===== config.mk =====
export PLATFORM = sky130hd
export DESIGN_NAME = conv_writeback
export DESIGN_NICKNAME = d
export VERILOG_FILES = /design/src/rtl/conv_writeback.sv
export SDC_FILE = /design/constraint.sdc
export NUM_CORES = 2
export LEC_CHECK = 0
export BUFFER_PORTS_ARGS = -buffer_cell sky130_fd_sc_hd__buf_4
export CAP_MARGIN = 15
export CORE_MARGIN = 1.5
export CORE_UTILIZATION = 30
export DETAILED_ROUTE_END_ITERATION = 12
export GPL_TIMING_DRIVEN = 0
export HOLD_SLACK_MARGIN = 0.12
export PLACE_DENSITY_LB_ADDON = 0.08
export SYNTH_ARGS = -nofsm -noshare
export SYNTH_HDL_FRONTEND = slang
export SYNTH_SLANG_ARGS = --single-unit

===== constraint.sdc =====
create_clock -name clk -period 32.7 [get_ports clk]
set_clock_uncertainty 0.1 [all_clocks]
set_input_delay 3.27 -clock clk [delete_from_list [all_inputs] [get_ports clk]]
set_output_delay 3.27 -clock clk [all_outputs]
set_load 0.1 [all_outputs]

===== src/rtl/conv_writeback.sv =====
`default_nettype none
// ============================================================================
// Module   : conv_writeback
// Brief    : Packs the convolution layer's 8-bit pixel stream into 256-bit
//            words and writes them at sequential addresses over a valid/ack
//            bus. Optional byte-enable output under CONV_WB_MASK_EN.
// Revision : 1.0 - initial release
// ============================================================================
module conv_writeback #(
    parameter int ADDR_W = 20,
    parameter int QDEPTH = 2
) (
    input  logic              clk,
    input  logic              rst,
    input  logic              in_start,
    input  logic [ADDR_W-1:0] in_base,
    input  logic [7:0]        in_data,
    input  logic              in_rdy,
    input  logic              in_done,
    output logic [ADDR_W-1:0] w_addr,
    output logic [255:0]      w_data,
`ifdef CONV_WB_MASK_EN
    output logic [31:0]       w_mask,
`endif
    output logic              w_en,
    input  logic              w_ack,
    output logic              out_done,
    output logic              out_ovf
);

    localparam int            c_PW     = $clog2(QDEPTH);
    localparam logic [c_PW:0] c_QDEPTH = (c_PW+1)'(QDEPTH);
    localparam logic [1:0]    c_IDLE   = 2'd0;
    localparam logic [1:0]    c_FILL   = 2'd1;
    localparam logic [1:0]    c_FLUSH  = 2'd2;
    localparam logic [1:0]    c_DONE   = 2'd3;

    logic [1:0]        r_state;
    logic [4:0]        r_cnt;
    logic [255:0]      r_pack;
    logic [ADDR_W-1:0] r_addr;
    logic [c_PW:0]     r_wr;
    logic [c_PW:0]     r_rd;
    logic              r_done;
    logic              r_ovf;
    logic [ADDR_W-1:0] r_q_addr [QDEPTH];
    logic [255:0]      r_q_data [QDEPTH];
`ifdef CONV_WB_MASK_EN
    logic [31:0]       r_q_mask [QDEPTH];
    logic [31:0]       w_push_mask;
`endif

    logic              w_pop;
    logic              w_push;
    logic              w_slot;
    logic              w_ovf_set;
    logic              w_flush;
    logic              w_drained;
    logic [4:0]        w_cnt_nx;
    logic [255:0]      w_pack_nx;
    logic [255:0]      w_push_data;
    logic [c_PW:0]     w_qcnt;
    logic [c_PW:0]     w_qcnt_nx;

    assign w_en     = (r_wr != r_rd);
    assign w_addr   = r_q_addr[r_rd[c_PW-1:0]];
    assign w_data   = r_q_data[r_rd[c_PW-1:0]];
`ifdef CONV_WB_MASK_EN
    assign w_mask   = r_q_mask[r_rd[c_PW-1:0]];
`endif
    assign out_done = r_done;
    assign out_ovf  = r_ovf;

    assign w_pop  = w_en & w_ack;
    assign w_qcnt = r_wr - r_rd;
    // A pop in the same cycle frees the slot a push needs.
    assign w_slot = (w_qcnt != c_QDEPTH) || w_pop;

    always_comb begin
        w_cnt_nx    = r_cnt;
        w_pack_nx   = r_pack;
        w_push      = 1'b0;
        w_push_data = '0;
`ifdef CONV_WB_MASK_EN
        w_push_mask = '0;
`endif
        w_ovf_set   = 1'b0;
        if (r_state == c_FILL && in_rdy) begin
            if (r_cnt == 5'd31) begin
                if (w_slot) begin
                    w_push      = 1'b1;
                    w_push_data = {in_data, r_pack[247:0]};
`ifdef CONV_WB_MASK_EN
                    w_push_mask = 32'hFFFF_FFFF;
`endif
                    w_cnt_nx    = 5'd0;
                    w_pack_nx   = '0;
                end else begin
                    w_ovf_set   = 1'b1;
                end
            end else begin
                w_pack_nx[{r_cnt, 3'b000} +: 8] = in_data;
                w_cnt_nx = r_cnt + 5'd1;
            end
        end
        // Flush sees the byte packed this cycle, so a same-cycle byte is included.
        w_flush = (r_state == c_FILL && in_done) || (r_state == c_FLUSH);
        if (w_flush && (w_cnt_nx != 5'd0) && !w_push && w_slot) begin
            w_push      = 1'b1;
            w_push_data = w_pack_nx;
`ifdef CONV_WB_MASK_EN
            w_push_mask = ~(32'hFFFF_FFFF << w_cnt_nx);
`endif
            w_cnt_nx    = 5'd0;
            w_pack_nx   = '0;
        end
        w_qcnt_nx = w_qcnt + {{c_PW{1'b0}}, w_push} - {{c_PW{1'b0}}, w_pop};
        w_drained = (w_qcnt_nx == '0) && (w_cnt_nx == 5'd0);
    end

    always_ff @(posedge clk or posedge rst) begin
        if (rst) begin
            r_state <= c_IDLE;
            r_cnt   <= 5'd0;
            r_pack  <= '0;
            r_addr  <= '0;
            r_wr    <= '0;
            r_rd    <= '0;
            r_done  <= 1'b0;
            r_ovf   <= 1'b0;
            for (int i = 0; i < QDEPTH; i++) begin
                r_q_addr[i] <= '0;
                r_q_data[i] <= '0;
`ifdef CONV_WB_MASK_EN
                r_q_mask[i] <= '0;
`endif
            end
        end else begin
            r_cnt  <= w_cnt_nx;
            r_pack <= w_pack_nx;
            if (w_ovf_set) begin
                r_ovf <= 1'b1;
            end
            if (w_push) begin
                r_q_addr[r_wr[c_PW-1:0]] <= r_addr;
                r_q_data[r_wr[c_PW-1:0]] <= w_push_data;
`ifdef CONV_WB_MASK_EN
                r_q_mask[r_wr[c_PW-1:0]] <= w_push_mask;
`endif
                r_wr   <= r_wr + 1'b1;
                r_addr <= r_addr + 1'b1;
            end
            if (w_pop) begin
                r_rd <= r_rd + 1'b1;
            end
            case (r_state)
                c_IDLE, c_DONE: begin
                    if (in_start) begin
                        r_state <= c_FILL;
                        r_addr  <= in_base;
                        r_cnt   <= 5'd0;
                        r_pack  <= '0;
                        r_done  <= 1'b0;
                        r_ovf   <= 1'b0;
                    end
                end
                c_FILL: begin
                    if (in_done) begin
                        r_state <= w_drained ? c_DONE : c_FLUSH;
                        r_done  <= w_drained;
                    end
                end
                c_FLUSH: begin
                    if (w_drained) begin
                        r_state <= c_DONE;
                        r_done  <= 1'b1;
                    end
                end
                default: r_state <= c_IDLE;
            endcase
        end
    end

endmodule
`default_nettype wire


-- Yosys cells after proc, flatten, opt, wreduce, memory -nomap -nowiden
Cells that the tools add are included.
- register bits after elaboration: 841
- bits of input ports: 34
- output and inout bits: 279
- word-level logic and storage cells: 104
- add/subtract/negate cells: 8
- order comparisons: 3
- equality and inequality tests: 9
- shifts and indexed selects: 2
- multiplexer cells: 51
- bitwise operators: 3
- reduce and logical (&&, ||, !) cells: 16
- operator list (operator ; number):
    256-bit two-way mux ; 14
    512-bit bitwise mux ; 1
    256-bit bitwise mux ; 1
    256-bit demux with 1-bit select ; 1
    8-bit by 10-bit variable shift with 256-bit output, first input constant ; 1
    8-bit by 10-bit variable part select with 256-bit output ; 1
    20-bit two-way mux ; 7
    40-bit bitwise mux ; 1
    5-bit two-way mux ; 6
    20-bit by 1-bit adder with 20-bit output, second input constant ; 1
    20-bit demux with 1-bit select ; 1
    1-bit two-way mux ; 14
    8-bit negator with 10-bit output ; 1
    2-bit != test, second input constant ; 4
    1-bit logical AND ; 7
    2-bit two-way mux ; 3
    2-bit one-hot mux with 3 select lines ; 1
    5-bit by 1-bit adder with 5-bit output, second input constant ; 1
    5-bit == test, second input constant ; 1
    5-bit zero test ; 1
    5-bit nonzero test ; 1
    2-bit by 1-bit adder with 2-bit output, second input constant ; 2
    2-bit == test, second input constant ; 2
    2-bit >= comparator, second input constant ; 2
    other kinds (14) ; 17

-- Logic depth before layout (Yosys ltp)
- depth after elaboration: 18
- mapped depth: 19
- gate-level depth less buffers: 17

-- Least setup slack after synthesis
No wires, ideal clock.
- kind: input port to flip-flop
- start point: input w_ack
- end point: register r_state[1]
- library setup time: 0.079 ns
- arrival time: 6.207 ns
- data required time: 32.521 ns
- path slack: 26.314 ns
- stages: 14
- buffers on the path: 0
- path through: or3b_1 -> mux2i_1 -> nor2_1 -> a21boi_1 -> nor2_1 -> inv_1 -> ha_1 -> xnor2_1 -> xnor2_1 -> xnor2_1 -> nor2_1 -> o21ai_0 -> a222oi_1 -> mux2i_1
- longest elaborated chain between the ends: 16
- elaborated cells between the ends (all ways): 22
- classes of those cells: add/sub: 2; eq/ne: 1; mux: 8; bitwise: 1; reduce/logical: 10
- ends and longest elaborated chain (what ; RTL line ; RTL):
    from (decl) ; 26 ; input logic w_ack,
    1-bit AND * ; 74 ; assign w_pop = w_en & w_ack;
    1-bit logical OR ; 77 ; assign w_slot = (w_qcnt != c_QDEPTH) || w_pop;
    5-bit two-way mux ; 90 ; if (w_slot) begin
    5-bit two-way mux ; 89 ; if (r_cnt == 5'd31) begin
    5-bit two-way mux ; 88 ; if (r_state == c_FILL && in_rdy) begin
    5-bit nonzero test ; 108 ; if (w_flush && (w_cnt_nx != 5'd0) && !w_push && w_slot) begin
    1-bit logical AND (3 in a row) ; 108 ;
    1-bit two-way mux ; 108 ;
    2-bit by 1-bit adder with 2-bit output ; 117 ; w_qcnt_nx = w_qcnt + {{c_PW{1'b0}}, w_push} - {{c_PW{1'b0}}, w_pop};
    2-bit by 1-bit subtractor with 2-bit output ; 117 ;
    2-bit zero test ; 118 ; w_drained = (w_qcnt_nx == '0) && (w_cnt_nx == 5'd0);
    1-bit logical AND * ; 118 ;
    2-bit != test (no line) * ; - ;
    3-bit AND reduction (no line) * ; - ;
    to (signal assigned) ; 123 ; r_state <= c_IDLE;
    to (signal assigned) ; 159 ; r_state <= c_FILL;
    to (signal assigned) ; 169 ; r_state <= w_drained ? c_DONE : c_FLUSH;
    to (decl) ; 38 ; logic [1:0] r_state;
Mark *: on every way between the ends. The rest lies on a longest branch, timed or not.
A chain may end at the register's enable or synchronous reset.

-- Worst setup path in the final report
Ends and elaborated chain as after synthesis.

==> results.ini <==
[yosys]
synth_top_area_share_pct=54.0
synthesis.instances=4002
syn-num-nets=4048
synth_area_sq_um=38900
ys_top_cells_by_area=dfrtp_1 (54%), mux2_2 (8.7%), nor2_1 (5.7%)
yosysTopAreaCell=dfrtp_1
yosys_warnings=0
synth_cell_types=65
synth_seq_cells=841
synth.avg_cell_area_sq_um=9.73
synthArstFlopShare_pct=100
ys_seq_area_share_pct=54.0
synth_edf_count=0
synthFlopType=dfrtp_1

[drt]
wl_per_cell_um=28.8
wl_um=180000
ant_nets=0
drc=0
firstDrtPassIters=5
vias_per_cell=5.41
dr.first_iter.drc_count=3733
vias=33900

[layout]
design_area_sq_um=47400
final_cell_mix=dfrtp_1 (841), nor2_1 (596), nand2_1 (541), buf_4 (310), mux2_2 (301)
seq_area_sq_um=21000
fillers=13400
nets=4486
multi_input_area_sq_um=16500
area_growth_syn_to_layout_pct=21.8
drive_gt1_share_pct=21.0
final_common_cell=dfrtp_1

[die]
die_h_um=363
start_util_pct=30.2
die_x_um=363
core_region_area_sq_um=129000
dieArea_sq_um=132000
ios=313
row_count=132

[min_path]
hold_depth=2
hold_path.startpoint=r_q_addr[18]
hp-class=reg -> reg
whs_endpoint=r_q_addr[18]

[setup_path]
crit_path_end_kind=register
startpoint=w_ack
r2r_cells=16
arrival_ns=7.96
regToRegEndpoint=r_state[1]
worstReg2RegStart=r_wr[0]
start_kind=input port
r2r_setup_slack_ns=26.45
required_ns=33.22
critPathMaxFanout=10
path_class=in -> reg

[grt]
grt_usage_pct=26.8
grt_pass1_vias=33500
grt_first_pass_wirelength_um=255000
grt-ovfl-total=0
antenna_found_initial=12
grt_max_degree=111

[clocking]
cts_root_buf=clkbuf_16
cts.sinks=841
cts_inserted_buffers=102
postCtsSetupBuffers=0
cts.repair.resized=0
holdBufCountCts=0
cts-htree-levels=3
clock_latency_ns=0.70
clock_path_buffers=3
clk_pin_slew_ns=0.06
cts_tree=done

[power_and_ir_drop]
pwr-share-seq_pct=25.1
leakage_nw=20.6
pwr-share-clk_pct=21.5
comb_power_share_pct=53.4
power.density_nw_per_um2=118
power.switching_mw=2.92
p_sw_share_pct=52.2
peakVddDrop_v=0.000109
p_int_mw=2.67
power_mw=5.58

[sta]
setup_tns_ns=0
slew_headroom_pct=11.9
hold_viol_final=0
setup_viol=0
fin_crit_ns=7.44
rsz0062_at_grt=no
max_freq_ghz=0.134
tightest_slew_ns=1.32
min_period_over_period_pct=22.8
drv_slew=0

[placed_design]
io_buffers=310
place.detailed.hpwl_um=130000
dpl_cell_area_sq_um=43900
gp_congestion=0.995

[run]
cap_violations=0

[status]
outcome=completed

flip-flops by register name, summed over array words and instances, names as in the netlist, 2 cells and up:
name,count
r_q_addr,40
r_addr,20
r_rd,2
r_state,2
r_q_data,512
r_wr,2
r_cnt,5
r_pack,256
layout make-up:
class / count / share of cell area, %
inverter: 25 / 0.214
clock buffer: 153 / 6.58
antenna: 1 / 0.00528
buffer: 314 / 2.82
timing repair buffer: 334 / 5.81
clock inverter: 31 / 0.807
tap: 1742 / 4.60
multi-input combinational: 2822 / 34.8
sequential: 841 / 44.4
cell usage after synthesis, types with 23 or more instances:
| cell type | instances |
|---|---|
| inv_1 | 23 |
| a22oi_1 | 241 |
| buf_2 | 106 |
| buf_1 | 25 |
| o21ai_0 | 236 |
| and2_1 | 25 |
| nand2_1 | 541 |
| a21oi_1 | 267 |
| mux2_2 | 301 |
| dfrtp_1 | 841 |
| nor2_1 | 596 |
| nand3_1 | 86 |
| a32oi_1 | 57 |
| a31oi_1 | 120 |
| nor3_1 | 66 |
| clkbuf_1 | 181 |
| and3_1 | 26 |
layer usage:
layer | track usage, % | routed length (um)
met5 | 0 | 46
met4 | 7.53 | 5060
met3 | 4.34 | 11700
met2 | 41.4 | 81100
met1 | 38.7 | 82400
stage by stage:
| step | instances | utilization, % | hold WS (ns) | worst slack, ns |
|---|---|---|---|---|
| after floorplan | 4002 | - | 0.340 | 5.70 |
| after global placement | 6054 | 33.6 | 0.352 | -6.70 |
| after detailed placement | 6076 | 34.0 | 0.358 | 24.56 |
| after CTS | 6260 | 36.7 | 0.373 | 25.29 |
| after global routing | 6262 | 36.7 | 0.395 | 24.97 |
| final | 6263 | 36.7 | 0.366 | 25.26 |
worst max-delay path by stage:
stage,end,slack (ns),depth (start not counted)
after global placement,r_q_data[492],-6.70,2
final,r_state[1],25.26,15
after floorplan,out_done,5.70,1
after global routing,r_state[1],24.97,15
after CTS,w_data[90],25.29,5
after detailed placement,r_state[1],24.56,15
power by group through the flow:
stage | Combinational, mW | Clock, mW | Sequential (mW)
detailed placement | 2.98 | 0 | 1.42
floorplan | 2.11 | 0 | 1.39
finish | 2.98 | 1.20 | 1.40
global route | 3.12 | 1.26 | 1.43
global placement | 2.97 | 0 | 1.42
CTS | 2.99 | 1.22 | 1.40
critical path, cell delays in order:
cell	delay [ns]
buf_4	0.12
or3b_1	0.39
mux2i_1	0.71
nor2_1	0.29
a21boi_1	0.35
nor2_1	0.72
inv_1	0.32
ha_1	0.30
xnor2_1	0.16
xnor2_1	0.16
xnor2_1	0.08
nor2_1	0.13
o21ai_0	0.17
a222oi_1	0.53
mux2i_1	0.25
kinds of logic (layout without fill, tap and decap cells):
logic type                 after synthesis  in the layout  synth area share, %
AOI/OAI and AO/OA                     1059           1059                 17.2
xor gates and xnor gates                25             25                0.562
adders and majority gates               12             12                0.386
buffers and inverters                  339            857                 3.65
DFF                                    841            841                 54.0
muxes                                  319            319                 9.17
other                                    0              1                    0
and+or+nand+nor                       1407           1407                 15.0
(Power assumes the default switching activity.)
